<file path="src/rtl/serial_add_pkg.sv">
// Shared state encoding and sizing helper for the bit-serial adder sequencer.
package serial_add_pkg;

   typedef enum logic [1:0] {
      ST_IDLE  = 2'd0,
      ST_SHIFT = 2'd1,
      ST_DONE  = 2'd2
   } state_t;

   // Bit counter width; never below one bit so WIDTH=2 still gets a counter.
   function automatic int unsigned cnt_width(input int unsigned w);
      return (w <= 2) ? 1 : $clog2(w);
   endfunction

endpackage

</file>
<file path="src/rtl/fa_using_1x8demux.sv">
// 1-bit full adder built from a 1-to-8 demux addressed by {a,b,cin}.
module fa_using_1x8demux (
   input  logic i_a,
   input  logic i_b,
   input  logic i_cin,
   output logic o_sum,
   output logic o_cout
);

   logic [7:0] w_d;

   always_comb begin
      w_d = '0;
      w_d[{i_a, i_b, i_cin}] = 1'b1;
   end

   // Minterms with an odd count of ones give sum; two or more ones give carry.
   assign o_sum  = w_d[1] | w_d[2] | w_d[4] | w_d[7];
   assign o_cout = w_d[3] | w_d[5] | w_d[6] | w_d[7];

endmodule

</file>
<file path="src/rtl/serial_adder_fsm.sv">
// Bit-serial WIDTH-bit adder: feeds one full-adder cell LSB first, one bit per clock.
module serial_adder_fsm
   import serial_add_pkg::*;
#(
   parameter int unsigned WIDTH = 8
) (
   input  logic             clk,
   input  logic             rst,
   input  logic             start,
   input  logic [WIDTH-1:0] a,
   input  logic [WIDTH-1:0] b,
   input  logic             cin,
   output logic             busy,
   output logic             done,
   output logic [WIDTH-1:0] sum,
   output logic             cout
);

   localparam int unsigned       CW   = cnt_width(WIDTH);
   localparam logic [CW-1:0]     LAST = CW'(WIDTH - 1);

   state_t           r_state;
   state_t           w_next;
   logic             w_accept;
   logic             w_last;
   logic [WIDTH-1:0] r_opa;
   logic [WIDTH-1:0] r_opb;
   logic [WIDTH-1:0] r_wsum;
   logic [WIDTH-1:0] r_sum;
   logic [CW-1:0]    r_cnt;
   logic             r_carry;
   logic             r_cout;
   logic             r_busy;
   logic             r_done;
   logic             w_s;
   logic             w_co;

   fa_using_1x8demux u_fa (
      .i_a    (r_opa[0]),
      .i_b    (r_opb[0]),
      .i_cin  (r_carry),
      .o_sum  (w_s),
      .o_cout (w_co)
   );

   always_ff @(posedge clk) begin
      if (rst) r_state <= ST_IDLE;
      else     r_state <= w_next;
   end

   always_comb begin
      w_next   = r_state;
      w_accept = 1'b0;
      w_last   = 1'b0;
      case (r_state)
         ST_IDLE: begin
            if (start) begin
               w_accept = 1'b1;
               w_next   = ST_SHIFT;
            end
         end
         ST_SHIFT: begin
            if (r_cnt == LAST) begin
               w_last = 1'b1;
               w_next = ST_DONE;
            end
         end
         ST_DONE: begin
            if (start) begin
               w_accept = 1'b1;
               w_next   = ST_SHIFT;
            end else begin
               w_next = ST_IDLE;
            end
         end
         default: w_next = ST_IDLE;
      endcase
   end

   // busy/done are registered from the next state so they line up exactly with SHIFT/DONE.
   always_ff @(posedge clk) begin
      if (rst) begin
         r_busy <= 1'b0;
         r_done <= 1'b0;
      end else begin
         r_busy <= (w_next == ST_SHIFT);
         r_done <= (w_next == ST_DONE);
      end
   end

   always_ff @(posedge clk) begin
      if (rst) begin
         r_opa   <= '0;
         r_opb   <= '0;
         r_wsum  <= '0;
         r_sum   <= '0;
         r_cnt   <= '0;
         r_carry <= 1'b0;
         r_cout  <= 1'b0;
      end else if (w_accept) begin
         r_opa   <= a;
         r_opb   <= b;
         r_carry <= cin;
         r_cnt   <= '0;
      end else if (r_state == ST_SHIFT) begin
         r_opa   <= {1'b0, r_opa[WIDTH-1:1]};
         r_opb   <= {1'b0, r_opb[WIDTH-1:1]};
         r_wsum  <= {w_s, r_wsum[WIDTH-1:1]};
         r_carry <= w_co;
         r_cnt   <= w_last ? '0 : r_cnt + CW'(1);
         if (w_last) begin
            r_sum  <= {w_s, r_wsum[WIDTH-1:1]};
            r_cout <= w_co;
         end
      end
   end

   assign busy = r_busy;
   assign done = r_done;
   assign sum  = r_sum;
   assign cout = r_cout;

endmodule

</file>
<file path="config.mk">
export PLATFORM = sky130hd
export DESIGN_NAME = serial_adder_fsm
export DESIGN_NICKNAME = d
export VERILOG_FILES = /design/src/rtl/serial_add_pkg.sv /design/src/rtl/fa_using_1x8demux.sv /design/src/rtl/serial_adder_fsm.sv
export SDC_FILE = /design/constraint.sdc
export NUM_CORES = 1
export LEC_CHECK = 0
export CORE_MARGIN = 1.5
export CORE_UTILIZATION = 40
export DETAILED_ROUTE_END_ITERATION = 10
export PLACE_DENSITY = 0.76
export SYNTH_ARGS = -nofsm -noshare
export SYNTH_HDL_FRONTEND = slang
export SYNTH_SLANG_ARGS = --single-unit
</file>
<file path="constraint.sdc">
create_clock -name clk -period 2.7 [get_ports clk]
set_clock_uncertainty 0.2 [all_clocks]
set_input_delay 0.81 -clock clk [delete_from_list [all_inputs] [get_ports clk]]
set_output_delay 0.81 -clock clk [all_outputs]
set_load 0.1 [all_outputs]
</file>
==> results.json, run 1 <==
{
  "clk_path_buf_depth": 2,
  "worst-path-buf-inv": 1,
  "switching_share_pct": 23.79,
  "max-slew-margin-rel_pct": 70.57,
  "synth.top_cells.by_area": "dfxtp_1 52%, a21oi_1 11%, nand2_1 8.5%",
  "setup_tns_ns": 0,
  "finalHoldViolCount": 0,
  "num_rows": 22,
  "period_share_pct": 71.88,
  "nets": 226,
  "drc": 0,
  "start_kind": "register",
  "peakVddDrop_uv": 265.5,
  "synth_top_area_share_pct": 51.95,
  "grt_pass1_wl_mm": 5.326,
  "tritoncts": "yes",
  "htreeDepth": 2,
  "place_area_um2": 1832,
  "critPathTopFamily": "flip-flops",
  "slew_viol_final": 0,
  "p_int_uw": 878.7,
  "synth_mux_area_share_pct": 0.6494,
  "hpwl_mm": 1.822,
  "grt_pass1_vias": 1189,
  "clkLatencyLatePin_ns": 0.29,
  "vias": 1298,
  "synth_area_per_cell_um2": 8.709,
  "power_density_nw_per_um2": 600.0,
  "grt_max_degree": 41,
  "grtUsageTotal_pct": 16.72,
  "cts_resized": 0,
  "areaGrowthSynthToFinish_pct": 24.68,
  "drive_gt1_share_pct": 11.76,
  "yosysTopAreaCell": "dfxtp_1",
  "max_stage_delay_ns": 0.35,
  "cts_hold_buffers": 0,
  "wl_per_cell_um": 12.02,
  "core_um2": 3689,
  "fin_area_um2": 1922,
  "p_seq_share_pct": 54.3,
  "first_iter_violations": 76,
  "synth-simple-area-share_pct": 19.64,
  "synth_area_um2": 1541,
  "status": "finished clean",
  "cp-end-kind": "output port",
  "synth_edf_count": 0,
  "start_util_pct": 41.79,
  "hold_class": "register to register",
  "async_flop_share_pct": 0,
  "synth_ff_type": "dfxtp_1",
  "viasPerCell": 5.151,
  "drt_wl_total_mm": 3.029,
  "ys_seq_area_share_pct": 51.95,
  "cp_cell_sequence": "buf_4",
  "overflow": 0,
  "antenna_found_initial": 0,
  "synth_top_family_by_area": "compound AO/OA/AOI/OAI gates",
  "p_sw_uw": 274.3,
  "power.leakage_uw": 0.0007034,
  "criticalPathCategory": "register to output port",
  "die-area_um2": 4235,
  "final_antenna_net_count": 0,
  "dieWidth_um": 65.08,
  "finalWeightedCongestion": 0.7073,
  "cts_root_buffer": "clkbuf_8",
  "syn_nets": 200,
  "synth_compound_area_share_pct": 19.64,
  "pin_count": 31,
  "die_y_um": 65.08,
  "worstMarginPinSlew_ns": 0.4402,
  "firstDrtPassIters": 4,
  "numPortBuffers": 30,
  "cts_setup_buffers": 0,
  "cts_num_sinks": 40,
  "arrival_ns": 0.93,
  "critPathSlowestCell": "dfxtp_1",
  "syn-instance-count": 177,
  "cp.required_ns": 1.69,
  "cp_max_fo": 2,
  "setup_viol": 0,
  "pwr-share-comb_pct": 11.3,
  "maxCapViolations": 0,
  "clkSlewWorstSetupHoldPaths_ns": 0.07,
  "ys_seq_elements": 40,
  "power.total_uw": 1153,
  "finalCriticalPeriod_ns": 1.941,
  "max_freq_mhz": 515.3,
  "rsz0062_at_grt": "false",
  "clkPwrFrac_pct": 34.5,
  "synth_fa_ha_area_share_pct": 2.922,
  "synth-xor-area-share_pct": 0,
  "synth.distinct_cells": 23,
  "yosysWarningCount": 0,
  "cts_made_buffers": 5,
  "n_antenna_cell": 0
}
==> cells in the final DEF (no fill, tap or decap), drive strengths merged, types with 2 or more instances in the layout <==
cell,Yosys,routed
a21oi,34,34
a22oi,15,15
buf,9,16
clkbuf,7,8
clkdlybuf4s50,0,19
dfxtp,40,40
ha,2,2
nand2,35,35
nand2b,2,2
nand3,17,17
nor2,4,4
nor3,2,2
==> power by group through the flow <==
stage                     sequential, uW  combinational, uW  clock (uW)
after floorplan                      645               77.5           0
after global placement               639                129           0
after detailed placement             639                130           0
after CTS                            626                130         409
after global routing                 628                143         441
final                                626                130         397
==> synth_stat cells (2+ instances only) <==
master	n
clkbuf_1	7
nor3_1	2
a21oi_1	34
dfxtp_1	40
buf_2	7
nor2_1	4
nand2b_1	2
a22oi_1	15
ha_1	2
nand3_1	17
nand2_1	35
==> worst paths after layout <==
check | cells past startpoint | to | start | slack [ns]
max reg2reg | 5 | sum[4] | r_cnt[0] | 1.04
max | 1 | cout | cout | 0.76
min | 2 | sum[0] | r_wsum[1] | 0.26
min reg2reg | 2 | sum[0] | r_wsum[1] | 0.26
==> metrics by stage <==
| step | worst slack [ns] | instances | utilization [%] | hold WS (ns) |
|---|---|---|---|---|
| after floorplan | 0.7657 | 177 | - | 0.2321 |
| after global placement | 0.5419 | 244 | 49.66 | 0.2457 |
| after detailed placement | 0.5203 | 244 | 49.66 | 0.2500 |
| after CTS | 0.7493 | 252 | 52.10 | 0.2600 |
| after global routing | 0.7145 | 252 | 52.10 | 0.2702 |
| final | 0.7594 | 252 | 52.10 | 0.2558 |
==> routing by layer <==
layer / part of all wire (%) / global-route usage, % / vias up
met3: 5.2 / 6.250 / 2
met5: 0 / 0 / -
met1: 48 / 20.46 / 596
li1: - / - / 666
met2: 46 / 25.64 / 34
met4: 1.4 / 8.594 / 0
==> cells by family (layout without fill, tap and decap cells) <==
| logic type | Yosys count | after routing |
|---|---|---|
| compound gates | 51 | 51 |
| fa+ha+maj | 3 | 3 |
| buf+inv | 16 | 43 |
| flops | 40 | 40 |
| mux | 1 | 1 |
| simple gates | 66 | 66 |
==> final cells by class <==
cell class                      instances  area, um^2
Multi-Input combinational cell        121       660.6
Sequential cell                        40       800.8
Fill cell                             382        1767
Tap cell                               48       60.06
Clock buffer                            8       90.09
Timing Repair Buffer                   35       310.3
==> state kept, by name (all words and copies together) (netlist names) <==
name,flops
r_wsum,7
cout,1
r_opb,8
r_cnt,3
done,1
r_carry,1
r_opa,8
sum,8
busy,1
r_state,2
Note: power is estimated with default switching activity, not from simulation.
==> run 2, diff against run 1 <==
--- a/config.mk
+++ b/config.mk
@@ -8,7 +8,7 @@
 export CORE_MARGIN = 1.5
 export CORE_UTILIZATION = 40
 export DETAILED_ROUTE_END_ITERATION = 10
-export PLACE_DENSITY = 0.76
+export PLACE_DENSITY = 0.78
 export SYNTH_ARGS = -nofsm -noshare
 export SYNTH_HDL_FRONTEND = slang
 export SYNTH_SLANG_ARGS = --single-unit
==> constraint.sdc (replaced) <==
create_clock -name clk -period 1.7 [get_ports clk]
set_clock_uncertainty 0.2 [all_clocks]
set_input_delay 0.51 -clock clk [delete_from_list [all_inputs] [get_ports clk]]
set_output_delay 0.51 -clock clk [all_outputs]
set_load 0.1 [all_outputs]
==> run 2 against run 1 <==
Worst setup slack lost 0.67 ns; register-to-register slack worse by 0.95 ns; routed wire length increased by 8.1%; clock power rose by 61%; first-iteration DRC count decreased by 21%; sequential power grew 59%; critical path depth up 3; combinational power grew 85%; largest cell class unchanged.
==> results.json, run 2 (synthesis gave the netlist of run 1 again) <==
{
  "clk_path_buf_depth": 2,
  "max_freq_mhz": 621.8,
  "critPathTopFamily": "adder cells",
  "power.leakage_uw": 0.0007670,
  "dieWidth_um": 65.08,
  "hpwl_mm": 2.190,
  "maxCapViolations": 0,
  "grt_pass1_vias": 1240,
  "cp_cell_sequence": "ha_1 > ha_2 > or3_1 > a211oi_2",
  "worstMarginPinSlew_ns": 0.2153,
  "hp-start": "r_opa[3]",
  "reg2reg_depth": 4,
  "num_rows": 22,
  "cts_setup_buffers": 0,
  "arrival_ns": 1.62,
  "cp.required_ns": 1.71,
  "setup_viol": 0,
  "finalHoldViolCount": 0,
  "slew_viol_final": 0,
  "cp-end-kind": "register",
  "power_density_nw_per_um2": 876.7,
  "drt_wl_total_mm": 3.274,
  "criticalPathCategory": "register to register",
  "worst-path-buf-inv": 0,
  "nets": 231,
  "n_antenna_cell": 0,
  "start_kind": "register",
  "peakVddDrop_uv": 562.0,
  "max_stage_delay_ns": 0.37,
  "tritoncts": "yes",
  "switching_share_pct": 24.14,
  "power.total_uw": 1875,
  "viasPerCell": 5.377,
  "drc": 0,
  "finalWeightedCongestion": 0.7041,
  "hold_end": "r_opa[3]",
  "htreeDepth": 2,
  "final_antenna_net_count": 0,
  "start_util_pct": 41.79,
  "p_seq_share_pct": 53.1,
  "clkPwrFrac_pct": 34.0,
  "core_um2": 3689,
  "critPathSlowestCell": "or3_1",
  "grtUsageTotal_pct": 16.41,
  "rsz0062_at_grt": "false",
  "pwr-share-comb_pct": 12.8,
  "finalCriticalPeriod_ns": 1.608,
  "overflow": 0,
  "grt_max_degree": 29,
  "clkLatencyLatePin_ns": 0.29,
  "grt_pass1_wl_mm": 5.319,
  "areaGrowthSynthToFinish_pct": 38.72,
  "layout_common_cells": "40 x dfxtp_1, 35 x nand2_1, 34 x a21oi_1",
  "wl_per_cell_um": 12.74,
  "final_cells": 257,
  "dp_cells": 249,
  "numPortBuffers": 30,
  "hold_depth": 2,
  "p_int_uw": 1422,
  "status": "finished clean",
  "antenna_found_initial": 0,
  "hold_class": "register to register",
  "die_y_um": 65.08,
  "firstDrtPassIters": 4,
  "period_share_pct": 94.60,
  "vias": 1382,
  "final_common_cell": "dfxtp_1",
  "cts_root_buffer": "clkbuf_8",
  "worst-r2r-setup-slack_ns": 0.09,
  "max-slew-margin-rel_pct": 85.65,
  "first_iter_violations": 60,
  "die-area_um2": 4235,
  "rr_startpoint": "r_cnt[0]",
  "clkSlewWorstSetupHoldPaths_ns": 0.07,
  "cp_max_fo": 5,
  "critPathLaunch": "r_cnt[0]",
  "reg2reg_to": "r_cnt[0]",
  "fill_cells": 322,
  "p_sw_uw": 452.5,
  "cts_made_buffers": 5,
  "drive_gt1_share_pct": 14.83,
  "pin_count": 31,
  "cts_num_sinks": 40
}
run 2: layer usage:
layer	track usage [%]	wire length (um)	vias to the layer above
li1	-	-	675
met1	20.85	1499	663
met2	25.77	1538	37
met3	3.299	148	7
met4	9.635	88	0
met5	0	0	-
run 2: worst max path at each step:
stage,end,slack (ns),cells after the start
2_1_floorplan,cout,0.07,0
3_3_place_gp,r_opa[1],-0.11,5
3_5_place_dp,r_opb[5],-0.15,5
4_1_cts,r_cnt[0],0.05,4
5_1_grt,r_cnt[0],0.01,4
6_report,r_cnt[0],0.09,4
run 2: what timing repair did:
action / in CTS / in global routing
hold buffers: 0 / 0
resized for setup: 0 / 2
setup endpoints to repair: 0 / 8
run 2: area by class of cell:
class / count / area [um^2] / share of cell area, %
clock buffer: 8 / 90.09 / 4.213
tap: 48 / 60.06 / 2.809
multi-input combinational: 121 / 664.4 / 31.07
timing repair buffer: 40 / 523.0 / 24.46
sequential: 40 / 800.8 / 37.45
run 2: metrics by stage:
stage                     area [um^2]  setup slack (ns)  TNS (ns)  hold WS (ns)  util (%)
final                            2138           0.09180         0        0.2704     57.97
after global routing             2138           0.01260         0        0.2902     57.97
after CTS                        2135           0.04882         0        0.2704     57.87
after detailed placement         2044           -0.1492    -2.214        0.2604     55.43
after global placement           2044           -0.1109    -1.520        0.2432     55.43
after floorplan                  1541           0.06572         0        0.2321         -
run 2: power groups by stage:
stage | Combinational (uW) | Clock, uW | Sequential, uW
after floorplan | 123 | 0 | 1020
after global placement | 235 | 0 | 1020
after detailed placement | 239 | 0 | 1020
after CTS | 240 | 658 | 995
after global routing | 261 | 699 | 999
final | 240 | 638 | 996
run 2: tightest hold or removal path, stage by stage (launching register included):
cell	delay [ns]
dfxtp_1	0.31
nand3_1	0.06
a21oi_1	0.05
==> run 3, diff against run 2 <==
--- a/config.mk
+++ b/config.mk
@@ -6,9 +6,9 @@
 export NUM_CORES = 1
 export LEC_CHECK = 0
 export CORE_MARGIN = 1.5
-export CORE_UTILIZATION = 40
+export CORE_UTILIZATION = 25
 export DETAILED_ROUTE_END_ITERATION = 10
-export PLACE_DENSITY = 0.78
+export PLACE_DENSITY = 0.57
 export SYNTH_ARGS = -nofsm -noshare
 export SYNTH_HDL_FRONTEND = slang
 export SYNTH_SLANG_ARGS = --single-unit
==> run 3 against run 2 <==
Core utilization fell by 21 points; total power shrank 0.49%; via count is 5.9% lower; die area grew 57%; critical path type unchanged; global-route usage shrank 5.5 points; count of clock-buffer cells in the layout unchanged; highest routed layer unchanged; non-clock buffer count is 3 lower; sequential power barely moved; maximum frequency is 0.51% higher; critical endpoint unchanged; worst hold slack worse by 0.0096 ns.
==> results.json, run 3 (synthesis gave the netlist of run 1 again) <==
{
  "status": "finished clean",
  "cp-end-kind": "register",
  "hp-start": "r_wsum[1]",
  "grt_pass1_vias": 1207,
  "hold_class": "register to register",
  "numPortBuffers": 30,
  "layout_common_cells": "40 x dfxtp_1, 35 x nand2_1, 34 x a21oi_1",
  "finalWeightedCongestion": 0.7386,
  "wl_per_cell_um": 11.63,
  "die_y_um": 81.53,
  "setup_ws_ns": 0.1000,
  "power.leakage_uw": 0.0007593,
  "start_kind": "register",
  "pin_count": 31,
  "first_iter_violations": 95,
  "htreeDepth": 2,
  "antenna_found_initial": 0,
  "drt_wl_total_mm": 3.268,
  "cp.required_ns": 1.72,
  "rsz0062_at_grt": "false",
  "n_antenna_cell": 0,
  "tritoncts": "yes",
  "setup_tns_ns": 0,
  "cp_cell_sequence": "ha_1 > ha_1 > or3_1 > a211oi_2",
  "setup_viol": 0,
  "rr_startpoint": "r_cnt[0]",
  "overflow": 0,
  "die-area_um2": 6646,
  "period_share_pct": 94.12,
  "drive_gt1_share_pct": 13.11,
  "hold_end": "sum[0]",
  "core_um2": 5921,
  "grtUsageTotal_pct": 10.92,
  "finalCriticalPeriod_ns": 1.600,
  "max-slew-margin-rel_pct": 85.99,
  "cts_root_buffer": "clkbuf_8",
  "clkLatencyLatePin_ns": 0.29,
  "critPathSlowestCell": "or3_1",
  "peakVddDrop_uv": 330.5,
  "clkSlewWorstSetupHoldPaths_ns": 0.07,
  "max_freq_mhz": 625.0,
  "fill_cells": 602,
  "slew_viol_final": 0,
  "cts_setup_buffers": 0,
  "grt_max_degree": 41,
  "reg2reg_to": "r_cnt[0]",
  "areaGrowthSynthToFinish_pct": 40.10,
  "max_stage_delay_ns": 0.37,
  "start_util_pct": 26.04,
  "nets": 228,
  "utilization_pct": 36.48,
  "clk_path_buf_depth": 2,
  "hold_depth": 2,
  "hold_slack_ns": 0.2608,
  "vias": 1301,
  "firstDrtPassIters": 4,
  "pre_cts_slack_ns": -0.1347,
  "reg2reg_depth": 4,
  "final_common_cell": "dfxtp_1",
  "criticalPathCategory": "register to register",
  "crit_path_frequent_cell": "ha_1",
  "arrival_ns": 1.62,
  "power_density_nw_per_um2": 863.8,
  "num_rows": 28,
  "worstMarginPinSlew_ns": 0.2101,
  "cp_max_fo": 5,
  "final_antenna_net_count": 0,
  "viasPerCell": 4.630,
  "power.total_uw": 1865,
  "grt_pass1_wl_mm": 5.533,
  "dieWidth_um": 81.53,
  "drc": 0,
  "cts_num_sinks": 40,
  "cts_made_buffers": 5,
  "hpwl_mm": 2.061,
  "worst-r2r-setup-slack_ns": 0.10,
  "finalHoldViolCount": 0,
  "maxCapViolations": 0
}
-- run 3: worst max path at each step --
stage / to / from / cells past startpoint / slack, ns
2_1_floorplan: cout / cout / 0 / 0.07
3_3_place_gp: r_opa[6] / start / 5 / -0.12
3_5_place_dp: r_opa[5] / start / 5 / -0.13
4_1_cts: sum[2] / r_cnt[0] / 5 / 0.08
5_1_grt: r_cnt[0] / r_cnt[0] / 4 / 0.03
6_report: r_cnt[0] / r_cnt[0] / 4 / 0.10
-- run 3: repair_timing --
item | 4_1_cts | 5_1_grt
endpoints found under the setup margin | 0 | 9
resized for setup | 0 | 1
hold buffers | 0 | 0
hold endpoints to repair | 0 | 0
-- run 3: final cells by class --
cell class,instances,area (um^2),share of cell area (%)
multi-input cells,121,661.9,30.65
clock buffers,8,90.09,4.171
flip-flops and latches,40,800.8,37.08
well taps,75,93.84,4.345
repair buffers,37,513.0,23.75
-- run 3: stage by stage --
stage | cell area (um^2) | std cells
floorplan | 1541 | 177
finish | 2160 | 281
CTS | 2158 | 281
detailed placement | 2068 | 273
global placement | 2068 | 273
global route | 2160 | 281
-- run 3: layer usage --
layer	share of wire, %	vias up	GRT usage [%]
met4	1.8	0	4.655
met3	4.5	7	3.889
met1	50	607	14.50
li1	-	665	-
met2	44	22	15.87
met5	0	-	0
-- run 3: critical path, delay by kind of cell (launching register included) --
| family | cells | cell delay, ns |
|---|---|---|
| and+or+nand+nor | 1 | 0.37 |
| AOI/OAI and AO/OA | 1 | 0.20 |
| DFF | 1 | 0.33 |
| adders and majority gates | 2 | 0.43 |
-- run 3: report_power, final --
part           switching (uW)  internal [uW]  total (uW)
logic                     121            118         239
registers                21.4            973         994
clock network             302            331         632
total                     444           1420        1870
